===== config.mk =====
export PLATFORM = sky130hd
export DESIGN_NAME = dc_pred_seq_flat
export DESIGN_NICKNAME = d
export VERILOG_FILES = /design/src/rtl/dc_pred_seq_if.sv /design/src/rtl/dc_pred_seq.sv /design/src/flat_wrapper.sv
export SDC_FILE = /design/constraint.sdc
export NUM_CORES = 2
export LEC_CHECK = 0
export ABC_AREA = 1
export CORE_MARGIN = 5
export CORE_UTILIZATION = 62
export CTS_CLUSTER_DIAMETER = 30
export DETAILED_ROUTE_END_ITERATION = 8
export GPL_TIMING_DRIVEN = 0
export PLACE_DENSITY = 0.83
export SYNTH_ARGS = -nofsm -noshare
export SYNTH_HDL_FRONTEND = slang
export SYNTH_SLANG_ARGS = --single-unit

===== constraint.sdc =====
create_clock -name clk -period 8.6 [get_ports clk]
set_clock_uncertainty 0.15 [all_clocks]
set_input_delay 1.29 -clock clk [delete_from_list [all_inputs] [get_ports clk]]
set_output_delay 1.29 -clock clk [all_outputs]
set_load 0.01 [all_outputs]

===== src/rtl/dc_pred_seq_if.sv =====
// dc_pred_seq_if: request, reference-stream and tile-stream signals of the DC predictor.
//   start/log2_size/top_avail/left_avail/filter_en : block request, captured on start
//   ref_valid/ref_ready/ref_data                    : reference beats, 4 samples each
//   out_valid/out_ready/out_x/out_y/pred            : 4x4 prediction tiles, raster order
//   dc_val/busy/done                                : status
// master drives requests and consumes tiles; slave is the predictor.
interface dc_pred_seq_if #(
    parameter int unsigned BIT_DEPTH = 8
);
    logic                      start;
    logic [2:0]                log2_size;
    logic                      top_avail;
    logic                      left_avail;
    logic                      filter_en;
    logic                      ref_valid;
    logic                      ref_ready;
    logic [4*BIT_DEPTH-1:0]    ref_data;
    logic                      out_valid;
    logic                      out_ready;
    logic [2:0]                out_x;
    logic [2:0]                out_y;
    logic [16*BIT_DEPTH-1:0]   pred;
    logic [BIT_DEPTH-1:0]      dc_val;
    logic                      busy;
    logic                      done;

    modport master (
        output start, log2_size, top_avail, left_avail, filter_en, ref_valid, ref_data,
               out_ready,
        input  ref_ready, out_valid, out_x, out_y, pred, dc_val, busy, done
    );

    modport slave (
        input  start, log2_size, top_avail, left_avail, filter_en, ref_valid, ref_data,
               out_ready,
        output ref_ready, out_valid, out_x, out_y, pred, dc_val, busy, done
    );
endinterface


===== src/rtl/dc_pred_seq.sv =====
// dc_pred_seq: sequential DC intra predictor for NxN blocks, N = 4 .. 2^MAX_LOG2.
// Loads top then left reference samples as 4-sample beats, computes the rounded DC,
// then streams the prediction as raster-ordered 4x4 tiles with optional edge filtering.
//   clk   : rising-edge clock
//   rst_n : synchronous active-low reset
//   bus   : dc_pred_seq_if slave (request, reference stream, tile stream, status)
module dc_pred_seq #(
    parameter int unsigned BIT_DEPTH = 8,
    parameter int unsigned MAX_LOG2  = 5
) (
    input logic          clk,
    input logic          rst_n,
    dc_pred_seq_if.slave bus
);
    localparam int unsigned NMax    = 1 << MAX_LOG2;
    localparam int unsigned AccW    = BIT_DEPTH + MAX_LOG2 + 1;
    localparam int unsigned FltW    = BIT_DEPTH + 2;
    localparam logic [2:0]  MaxLog2 = 3'(MAX_LOG2);

    typedef enum logic [2:0] {StIdle, StLoadTop, StLoadLeft, StCalc, StEmit} state_e;

    state_e               state_q, state_d;
    logic [2:0]           log2_q, log2_d;
    logic                 top_av_q, top_av_d;
    logic                 left_av_q, left_av_d;
    logic                 filt_q, filt_d;
    logic [2:0]           beat_q, beat_d;
    logic [AccW-1:0]      acc_q, acc_d;
    logic [BIT_DEPTH-1:0] dc_q, dc_d;
    logic [2:0]           tile_x_q, tile_x_d;
    logic [2:0]           tile_y_q, tile_y_d;
    logic [BIT_DEPTH-1:0] top_buf_q [NMax];
    logic [BIT_DEPTH-1:0] top_buf_d [NMax];
    logic [BIT_DEPTH-1:0] left_buf_q [NMax];
    logic [BIT_DEPTH-1:0] left_buf_d [NMax];

    logic [2:0]              log2_in;
    logic [2:0]              last_idx;
    logic [AccW-1:0]         beat_sum;
    logic [AccW-1:0]         n_w;
    logic                    ref_ready, out_valid, ref_hs, out_hs, done;
    logic                    row_f, col_f;
    logic [MAX_LOG2-1:0]     gx, gy;
    logic [FltW-1:0]         dc_w, t_w, l_w, smp;
    logic [16*BIT_DEPTH-1:0] pred;

    assign ref_ready = (state_q == StLoadTop) || (state_q == StLoadLeft);
    assign out_valid = (state_q == StEmit);
    assign ref_hs    = bus.ref_valid && ref_ready;
    assign out_hs    = out_valid && bus.out_ready;
    // Same value serves as last beat index and last tile index: N/4 - 1.
    assign last_idx  = 3'((4'd1 << (log2_q - 3'd2)) - 4'd1);
    assign n_w       = AccW'(1) << log2_q;
    assign row_f     = filt_q && top_av_q;
    assign col_f     = filt_q && left_av_q;

    always_comb begin
        beat_sum = '0;
        for (int i = 0; i < 4; i++) begin
            beat_sum = beat_sum + AccW'(bus.ref_data[i*BIT_DEPTH +: BIT_DEPTH]);
        end
    end

    always_comb begin
        if (bus.log2_size < 3'd2) begin
            log2_in = 3'd2;
        end else if (bus.log2_size > MaxLog2) begin
            log2_in = MaxLog2;
        end else begin
            log2_in = bus.log2_size;
        end
    end

    always_comb begin
        state_d    = state_q;
        log2_d     = log2_q;
        top_av_d   = top_av_q;
        left_av_d  = left_av_q;
        filt_d     = filt_q;
        beat_d     = beat_q;
        acc_d      = acc_q;
        dc_d       = dc_q;
        tile_x_d   = tile_x_q;
        tile_y_d   = tile_y_q;
        top_buf_d  = top_buf_q;
        left_buf_d = left_buf_q;
        done       = 1'b0;
        case (state_q)
            StIdle: begin
                if (bus.start) begin
                    log2_d    = log2_in;
                    top_av_d  = bus.top_avail;
                    left_av_d = bus.left_avail;
                    // 32x32 blocks are never edge-filtered.
                    filt_d    = bus.filter_en && (log2_in != 3'd5);
                    acc_d     = '0;
                    beat_d    = '0;
                    tile_x_d  = '0;
                    tile_y_d  = '0;
                    if (bus.top_avail) begin
                        state_d = StLoadTop;
                    end else if (bus.left_avail) begin
                        state_d = StLoadLeft;
                    end else begin
                        state_d = StCalc;
                    end
                end
            end
            StLoadTop, StLoadLeft: begin
                if (ref_hs) begin
                    for (int i = 0; i < 4; i++) begin
                        if (state_q == StLoadTop) begin
                            top_buf_d[MAX_LOG2'({beat_q, 2'(i)})] =
                                bus.ref_data[i*BIT_DEPTH +: BIT_DEPTH];
                        end else begin
                            left_buf_d[MAX_LOG2'({beat_q, 2'(i)})] =
                                bus.ref_data[i*BIT_DEPTH +: BIT_DEPTH];
                        end
                    end
                    acc_d = acc_q + beat_sum;
                    if (beat_q == last_idx) begin
                        beat_d  = '0;
                        state_d = (state_q == StLoadTop && left_av_q) ? StLoadLeft : StCalc;
                    end else begin
                        beat_d = beat_q + 3'd1;
                    end
                end
            end
            StCalc: begin
                if (top_av_q && left_av_q) begin
                    dc_d = BIT_DEPTH'((acc_q + n_w) >> (log2_q + 3'd1));
                end else if (top_av_q || left_av_q) begin
                    dc_d = BIT_DEPTH'((acc_q + (n_w >> 1)) >> log2_q);
                end else begin
                    dc_d = {1'b1, {(BIT_DEPTH-1){1'b0}}};
                end
                state_d = StEmit;
            end
            StEmit: begin
                if (out_hs) begin
                    if (tile_x_q == last_idx) begin
                        tile_x_d = '0;
                        if (tile_y_q == last_idx) begin
                            tile_y_d = '0;
                            done     = 1'b1;
                            state_d  = StIdle;
                        end else begin
                            tile_y_d = tile_y_q + 3'd1;
                        end
                    end else begin
                        tile_x_d = tile_x_q + 3'd1;
                    end
                end
            end
            default: state_d = StIdle;
        endcase
    end

    // Every sample is formed as a 4x-scaled sum then >> 2; unfiltered ones use 4*DC.
    // The top-only corner falls into the row-0 branch, the left-only corner into column 0.
    always_comb begin
        pred = '0;
        gx   = '0;
        gy   = '0;
        t_w  = '0;
        l_w  = '0;
        smp  = '0;
        dc_w = FltW'(dc_q);
        for (int r = 0; r < 4; r++) begin
            for (int c = 0; c < 4; c++) begin
                gx  = MAX_LOG2'({tile_x_q, 2'(c)});
                gy  = MAX_LOG2'({tile_y_q, 2'(r)});
                t_w = FltW'(top_buf_q[gx]);
                l_w = FltW'(left_buf_q[gy]);
                if (gx == '0 && gy == '0 && row_f && col_f) begin
                    smp = l_w + (dc_w << 1) + t_w + FltW'(2);
                end else if (gy == '0 && row_f) begin
                    smp = t_w + (dc_w << 1) + dc_w + FltW'(2);
                end else if (gx == '0 && col_f) begin
                    smp = l_w + (dc_w << 1) + dc_w + FltW'(2);
                end else begin
                    smp = dc_w << 2;
                end
                pred[(r*4+c)*BIT_DEPTH +: BIT_DEPTH] = BIT_DEPTH'(smp >> 2);
            end
        end
    end

    always_ff @(posedge clk) begin
        if (!rst_n) begin
            state_q    <= StIdle;
            log2_q     <= '0;
            top_av_q   <= 1'b0;
            left_av_q  <= 1'b0;
            filt_q     <= 1'b0;
            beat_q     <= '0;
            acc_q      <= '0;
            dc_q       <= '0;
            tile_x_q   <= '0;
            tile_y_q   <= '0;
            top_buf_q  <= '{default: '0};
            left_buf_q <= '{default: '0};
        end else begin
            state_q    <= state_d;
            log2_q     <= log2_d;
            top_av_q   <= top_av_d;
            left_av_q  <= left_av_d;
            filt_q     <= filt_d;
            beat_q     <= beat_d;
            acc_q      <= acc_d;
            dc_q       <= dc_d;
            tile_x_q   <= tile_x_d;
            tile_y_q   <= tile_y_d;
            top_buf_q  <= top_buf_d;
            left_buf_q <= left_buf_d;
        end
    end

    assign bus.ref_ready = ref_ready;
    assign bus.out_valid = out_valid;
    assign bus.out_x     = tile_x_q;
    assign bus.out_y     = tile_y_q;
    assign bus.pred      = pred;
    assign bus.dc_val    = dc_q;
    assign bus.busy      = (state_q != StIdle);
    assign bus.done      = done;
endmodule


===== src/flat_wrapper.sv =====
// flat-port wrapper written by rule: the top's interface ports become plain ports
module dc_pred_seq_flat 
#(
    parameter int unsigned BIT_DEPTH = 8,
    parameter int unsigned MAX_LOG2  = 5
)
  (clk, rst_n, bus_start, bus_log2_size, bus_top_avail, bus_left_avail, bus_filter_en, bus_ref_valid, bus_ref_data, bus_out_ready, bus_ref_ready, bus_out_valid, bus_out_x, bus_out_y, bus_pred, bus_dc_val, bus_busy, bus_done);
  dc_pred_seq_if #(.BIT_DEPTH(BIT_DEPTH)) bus_i ();
  input logic clk;
  input logic rst_n;
  input wire logic [$bits(bus_i.start)-1:0] bus_start;
  input wire logic [$bits(bus_i.log2_size)-1:0] bus_log2_size;
  input wire logic [$bits(bus_i.top_avail)-1:0] bus_top_avail;
  input wire logic [$bits(bus_i.left_avail)-1:0] bus_left_avail;
  input wire logic [$bits(bus_i.filter_en)-1:0] bus_filter_en;
  input wire logic [$bits(bus_i.ref_valid)-1:0] bus_ref_valid;
  input wire logic [$bits(bus_i.ref_data)-1:0] bus_ref_data;
  input wire logic [$bits(bus_i.out_ready)-1:0] bus_out_ready;
  output wire logic [$bits(bus_i.ref_ready)-1:0] bus_ref_ready;
  output wire logic [$bits(bus_i.out_valid)-1:0] bus_out_valid;
  output wire logic [$bits(bus_i.out_x)-1:0] bus_out_x;
  output wire logic [$bits(bus_i.out_y)-1:0] bus_out_y;
  output wire logic [$bits(bus_i.pred)-1:0] bus_pred;
  output wire logic [$bits(bus_i.dc_val)-1:0] bus_dc_val;
  output wire logic [$bits(bus_i.busy)-1:0] bus_busy;
  output wire logic [$bits(bus_i.done)-1:0] bus_done;
  assign bus_i.start = bus_start;
  assign bus_i.log2_size = bus_log2_size;
  assign bus_i.top_avail = bus_top_avail;
  assign bus_i.left_avail = bus_left_avail;
  assign bus_i.filter_en = bus_filter_en;
  assign bus_i.ref_valid = bus_ref_valid;
  assign bus_i.ref_data = bus_ref_data;
  assign bus_i.out_ready = bus_out_ready;
  assign bus_ref_ready = bus_i.ref_ready;
  assign bus_out_valid = bus_i.out_valid;
  assign bus_out_x = bus_i.out_x;
  assign bus_out_y = bus_i.out_y;
  assign bus_pred = bus_i.pred;
  assign bus_dc_val = bus_i.dc_val;
  assign bus_busy = bus_i.busy;
  assign bus_done = bus_i.done;
  dc_pred_seq #(.BIT_DEPTH(BIT_DEPTH), .MAX_LOG2(MAX_LOG2)) u_core (.clk(clk), .rst_n(rst_n), .bus(bus_i));
endmodule

* Word level (Yosys, flattened, before mapping) *
Index checks and enable logic that the tools add are counted.

cells by class
  reduce and logical (&&, ||, !) cells = 31
  add/sub/neg operators = 38
  mux-type cells = 101
  equal/unequal tests = 14
  bitwise gates (word level) = 12
  order comparisons = 18
  shift-type cells = 4

operators with widths
  cell                     number
  $mux W256                20
  $bwmux W256              8
  $bmux W8 S5              8
  $mux W8                  22
  $demux W8 S5             4
  $add A10 B2 Y10 const B  9
  $add A10 B8 Y10          9
  $mux W10                 9
  $add A8 B9 Y10           8
  $ge A6 B6 Y1 const B     12
  $not A5 Y6               12
  $mux W3                  17
  $add A14 B14 Y14         2
  $add A14 B8 Y14          2
  $mux W14                 2
  $pmux W14 S2             1
  $shr A14 B3 Y8           2
  $lt A6 B1 Y1 const B     4
  $pmux W3 S2              3
  $logic_and A1 B1 Y1      16
  $add A14 B13 Y14         1
  $shl A1 B3 Y14 const A   1
  $add A3 B1 Y3 const B    4
  $pmux W3 S4              1
  other kinds (23)         41

storage, ports and cells
  flip-flop bits (word level) = 552
  output and inout bits = 146
  logic and storage cells = 292

* Longest topological paths before layout *
  depth in word-level cells = 19
  gate-level depth with buffers = 27

* Worst setup path before layout *
Ideal clock, no wire load.

  path type = input to register
  start point = in bus_ref_data[1]
  end point = reg u_core.acc_q[9]
  slack = 3.254 ns
  path buffers = 1
  stages on the path = 21
  arrival = 5.064 ns
  cell sequence = clkinv_1 clkbuf_1 fa_1 o21ai_0 a21oi_1 o21ai_0 xnor2_1 inv_1 fa_1 inv_1 fa_1 inv_1 ha_1 a21oi_1 o21ai_0 a21oi_1 nor2_1 o21ai_0 nand3_1 nand3_1 a21oi_1

on the way
  word-level cells in the longest chain between the ends = 6

ends and longest elaborated chain
  what                           RTL line            source
  start, declared                flat_wrapper.sv:17  input wire logic [$bits(bus_i.ref_data)-1:0] bus_ref_data;
  $add A8 B8 Y9                  dc_pred_seq.sv:60   beat_sum = beat_sum + AccW'(bus.ref_data[i*BIT_DEPTH +: BIT_DEPTH]);
  $add A14 B8 Y14 (2 in series)  dc_pred_seq.sv:60
  $add A14 B14 Y14               dc_pred_seq.sv:120  acc_d = acc_q + beat_sum;
  $mux W14                       dc_pred_seq.sv:110  if (ref_hs) begin
  $pmux W14 S2                   dc_pred_seq.sv:88   case (state_q)
  end signal, assigned           dc_pred_seq.sv:197  acc_q <= '0;
  end signal, assigned           dc_pred_seq.sv:210  acc_q <= acc_d;
  end, declared                  dc_pred_seq.sv:28   logic [AccW-1:0] acc_q, acc_d;

Every way passes these cells. The select of a mux whose other input is x is not followed.
A chain may end at the register's enable or synchronous reset.

* Worst setup path in the final report *
  start point = reg u_core.tile_y_q[1], in the netlist u_core.bus.out_y[1]
  end point = out bus_pred[7]

on the way
  word-level cells in the longest chain between the ends = 10

ends and longest elaborated chain
  what                              RTL line            source
  start, declared                   dc_pred_seq.sv:31   logic [2:0] tile_y_q, tile_y_d;
  start signal, assigned            dc_pred_seq.sv:213  tile_y_q <= tile_y_d;
  $not A5 Y6 (implied by the code)  dc_pred_seq.sv:174  l_w = FltW'(left_buf_q[gy]);
  $bmux W8 S5                       -
  $mux W8 (2 in series)             -
  $add A8 B9 Y10                    -
  $add A10 B8 Y10                   -
  $add A10 B2 Y10                   -
  $mux W10                          dc_pred_seq.sv:179  end else if (gx == '0 && col_f) begin
  $mux W10                          dc_pred_seq.sv:177  end else if (gy == '0 && row_f) begin
  $mux W10 *                        dc_pred_seq.sv:175  if (gx == '0 && gy == '0 && row_f && col_f) begin
  end, declared                     flat_wrapper.sv:23  output wire logic [$bits(bus_i.pred)-1:0] bus_pred;

Mark *: on every way between the ends. The rest lies on a longest branch, timed or not. The select of a mux whose other input is x is not followed.

==> run_results.csv <==
group,metric,value,unit
floorplanning,dieHeight,239,microns
hold_path,hold_path.class,"reg -> reg",
critical_path,cp-start-kind,"flop",
critical_path,cp-startpoint,"u_core.bus.out_y[1]$_SDFFE_PN0P_",
logic_synthesis,synth_top_area_frac,0.341,
sta,post-route-period-util,0.966,
clock_tree,cts_buffers,103,
critical_path,critical_path.cell_chain,"clkbuf_1 -> clkbuf_1 -> o21ai_0 -> o22ai_1 -> nor2_1 -> a31oi_1 -> ha_1 -> fa_1 -> nand3_1 -> nand2_1 -> a21oi_1 -> o21ai_0 -> xnor2_1 -> inv_1 -> ha_1 -> ha_1 -> nand4_1 -> o221ai_1 -> o21ai_0 -> o21ai_0 -> nand2_1 -> nand2_1 -> clkdlybuf4s50_1",
placement,dp_cells,5667,
floorplanning,die_x,239,microns
floorplanning,core,51600,sq um
layout,fin_nets,5353,
clock_tree,postCtsSetupRepairBufs,0,
grt,antenna_found_initial,2,
critical_path,r2r_start,"u_core.log2_q[0]$_SDFFE_PN0P_",
sta,timing.final.hold_violations,0,
logic_synthesis,ys_seq_area_frac,0.341,
sta,grt_setup_unrepaired,"false",
floorplanning,die-area,57000,sq um
critical_path,cp-end-kind,"output pin",
logic_synthesis,synth_flop_cell,"dfxtp_1",
power_and_ir_drop,ir_drop,0.226,mV
layout,syn2layout_area_growth,19.4,%
critical_path,path_class,"reg -> out",
critical_path,cpPeakStageDelay,0.88,ns
flow_run,drv_cap,0,
logic_synthesis,post_synth_fa_ha_maj_area_fraction,0.0989,
logic_synthesis,netlist_area,32400,sq um
critical_path,cp.arrival,6.87,ns
logic_synthesis,synth_top_family_by_area,"simple AND/OR/NAND/NOR gates",
route,ant_nets,0,
route,drtIter0Drc,5619,
logic_synthesis,syn_area_per_cell,6.76,sq um
route,post_drt_wl_per_cell,22.2,microns
critical_path,crit_path_frequent_cell,"o21ai_0",
power_and_ir_drop,powerDensity,288,nW/um^2
status,status,"finished, final reports clean",
clock_tree,insertion_delay,0.64,ns
power_and_ir_drop,p_leak,17.4,nW
critical_path,cp.required,7.16,ns
logic_synthesis,async_flop_share,0,
logic_synthesis,synth.area.mux_share,0,
critical_path,slowest_stage,"clkbuf_1",
clock_tree,root_buffer,"clkbuf_16",
clock_tree,ctsResizeCount,0,
grt,grt_pass1_wl,193000,microns
placement,gp_congestion,1.06,
logic_synthesis,ys_seq_elements,552,
critical_path,path_buf_inv,4,
logic_synthesis,syn_nets,5059,
floorplanning,ioPinCount,189,
grt,gr-usage-all-layers,0.436,
logic_synthesis,yosysTopAreaCell,"dfxtp_1",
logic_synthesis,synth_edf_count,0,
sta,slew_headroom,0.146,
clock_tree,cts.sinks,552,
critical_path,crit_family,"buffers and inverters",
sta,finalSetupViolations,0,
clock_tree,cts_max_level,3,
sta,worstMarginPinSlew,1.27,ns
clock_tree,hold_buffers,0,
critical_path,path_max_fanout,10,
layout,finalNonFillerCells,5858,
logic_synthesis,yosys-top-cells-area,"dfxtp_1 (34%), nor2_1 (14%), o21ai_0 (12%), nand2_1 (6.6%), ha_1 (5.9%)",
route,drc_errors,0,
grt,grt-ovfl-total,0,
hold_path,hp-start,"u_core.left_buf_q[24]$_SDFFE_PN0P_",
sta,period_needed,8.31,ns
placement,portBuffers,187,
critical_path,reg2reg_slack,4.62,ns
placement,dp.final_hpwl,96300,microns
sta,max_freq,120,MHz
layout,drive_gt1_frac,0.0817,
sta,finalMaxSlewViolations,0,
logic_synthesis,yosys_warnings,0,
logic_synthesis,synth_cell_types,52,
route,first_pass_iters,7,
logic_synthesis,synth-compound-area-share,0.201,
clock_tree,cts.clk_slew.worst_paths,0.05,ns
floorplanning,row_count,83,
route,totalWireLength,130000,microns
logic_synthesis,synthXorXnorAreaFrac,0.00991,
sta,fin_setup_tns,0,ns
clock_tree,cts_tree,"yes",
route,drt-vias-per-instance,6.17,
route,vias,36100,
grt,grt_pass1_vias,33300,
grt,grt_max_degree,32,
floorplanning,initial_core_util,0.628,
clock_tree,clockBufferDepth,3,
logic_synthesis,synthCells,4798,
logic_synthesis,yosys.area_share.simple,0.255,
[final cells by class]
| cell class | count | area [sq um] |
|---|---|---|
| clock inverters | 60 | 703 |
| diodes | 2 | 5.00 |
| multi-input cells | 3542 | 18300 |
| clock buffers | 129 | 2830 |
| inverters | 310 | 1170 |
| well taps | 680 | 851 |
| repair buffers | 189 | 1910 |
| fillers | 4188 | 12900 |
| flip-flops and latches | 552 | 11100 |
| plain buffers | 394 | 1920 |
[per-stage QoR]
step	instance area [sq um]	util	power [mW]	setup WS, ns	hold slack [ns]
2_1_floorplan	32400	-	5.46	3.25	0.274
3_3_place_gp	35200	0.681	6.78	1.31	0.289
3_5_place_dp	35200	0.682	6.86	1.30	0.296
4_1_cts	38700	0.750	10.9	0.564	0.304
5_1_grt	38700	0.751	11.6	0.0617	0.324
6_report	38700	0.751	11.2	0.295	0.305
[report_power, final]
group,switching (mW),internal (mW),total [mW]
combinational,2.76,1.43,4.19
clock,1.45,2.69,4.14
sequential,0.167,2.67,2.84
[Yosys cell counts (5+ instances only)]
cell type / instances
nor2_1: 1202
o31ai_1: 6
a31oi_1: 59
nand2_1: 568
inv_1: 271
buf_4: 84
nor2_2: 8
ha_1: 154
clkinv_1: 11
o221ai_1: 11
nand3_1: 185
xnor2_1: 15
buf_1: 47
nand4_1: 17
inv_2: 26
o21ai_1: 8
nand2_4: 5
fa_1: 64
nor2_4: 13
a21oi_1: 303
buf_2: 72
or2_2: 5
xor2_1: 18
clkbuf_1: 184
nor3_1: 23
o21ai_0: 773
dfxtp_1: 552
o22ai_1: 62
[state kept, by name (all words and copies together) (netlist names), 8 cells and up]
| signal | flops |
|---|---|
| u_core.top_buf_q | 256 |
| u_core.acc_q | 14 |
| u_core.left_buf_q | 256 |
| u_core.bus.dc_val | 8 |
[logic make-up (layout without fill, tap and decap cells)]
logic type	Yosys count	count (layout)
AOI/OAI and AO/OA	1245	1245
xor gates and xnor gates	35	35
adders and majority gates	218	218
buffers and inverters	704	1082
DFF	552	552
other	0	2
and+or+nand+nor	2044	2044
[layer usage]
metal,global-route usage,vias to the layer above,share of wire
met1,0.565,16500,0.37
met5,0,-,0.00048
met2,0.635,2752,0.41
met3,0.155,612,0.15
li1,-,16300,-
met4,0.238,2,0.066
[layout by cell type, fill, tap and decap left out, types with 26 or more instances in the layout]
master | Yosys | layout
inv_1 | 271 | 271
dfxtp_1 | 552 | 546
clkbuf_16 | 0 | 104
nand3_1 | 185 | 185
buf_4 | 84 | 84
clkdlybuf4s50_1 | 0 | 187
buf_2 | 72 | 72
inv_2 | 26 | 26
a21oi_1 | 303 | 303
o21ai_0 | 773 | 773
nand2_1 | 568 | 568
clkbuf_1 | 184 | 196
o22ai_1 | 62 | 62
fa_1 | 64 | 64
a31oi_1 | 59 | 59
ha_1 | 154 | 154
buf_1 | 47 | 47
nor2_1 | 1202 | 1202
[tightest hold or removal path, cell delays in order, from the launching register on]
cell	delay, ns
dfxtp_1	0.29
inv_1	0.06
a21oi_1	0.05
[path summary, 6_finish.rpt]
path | end | cells past startpoint
setup reg to reg | u_core.bus.dc_val[3]$_SDFFE_PN0P_ | 23
setup / recovery | bus_pred[7] | 23
hold / removal | u_core.left_buf_q[24]$_SDFFE_PN0P_ | 2
hold reg to reg | u_core.left_buf_q[24]$_SDFFE_PN0P_ | 2
Note: power is estimated with default switching activity, not from simulation.
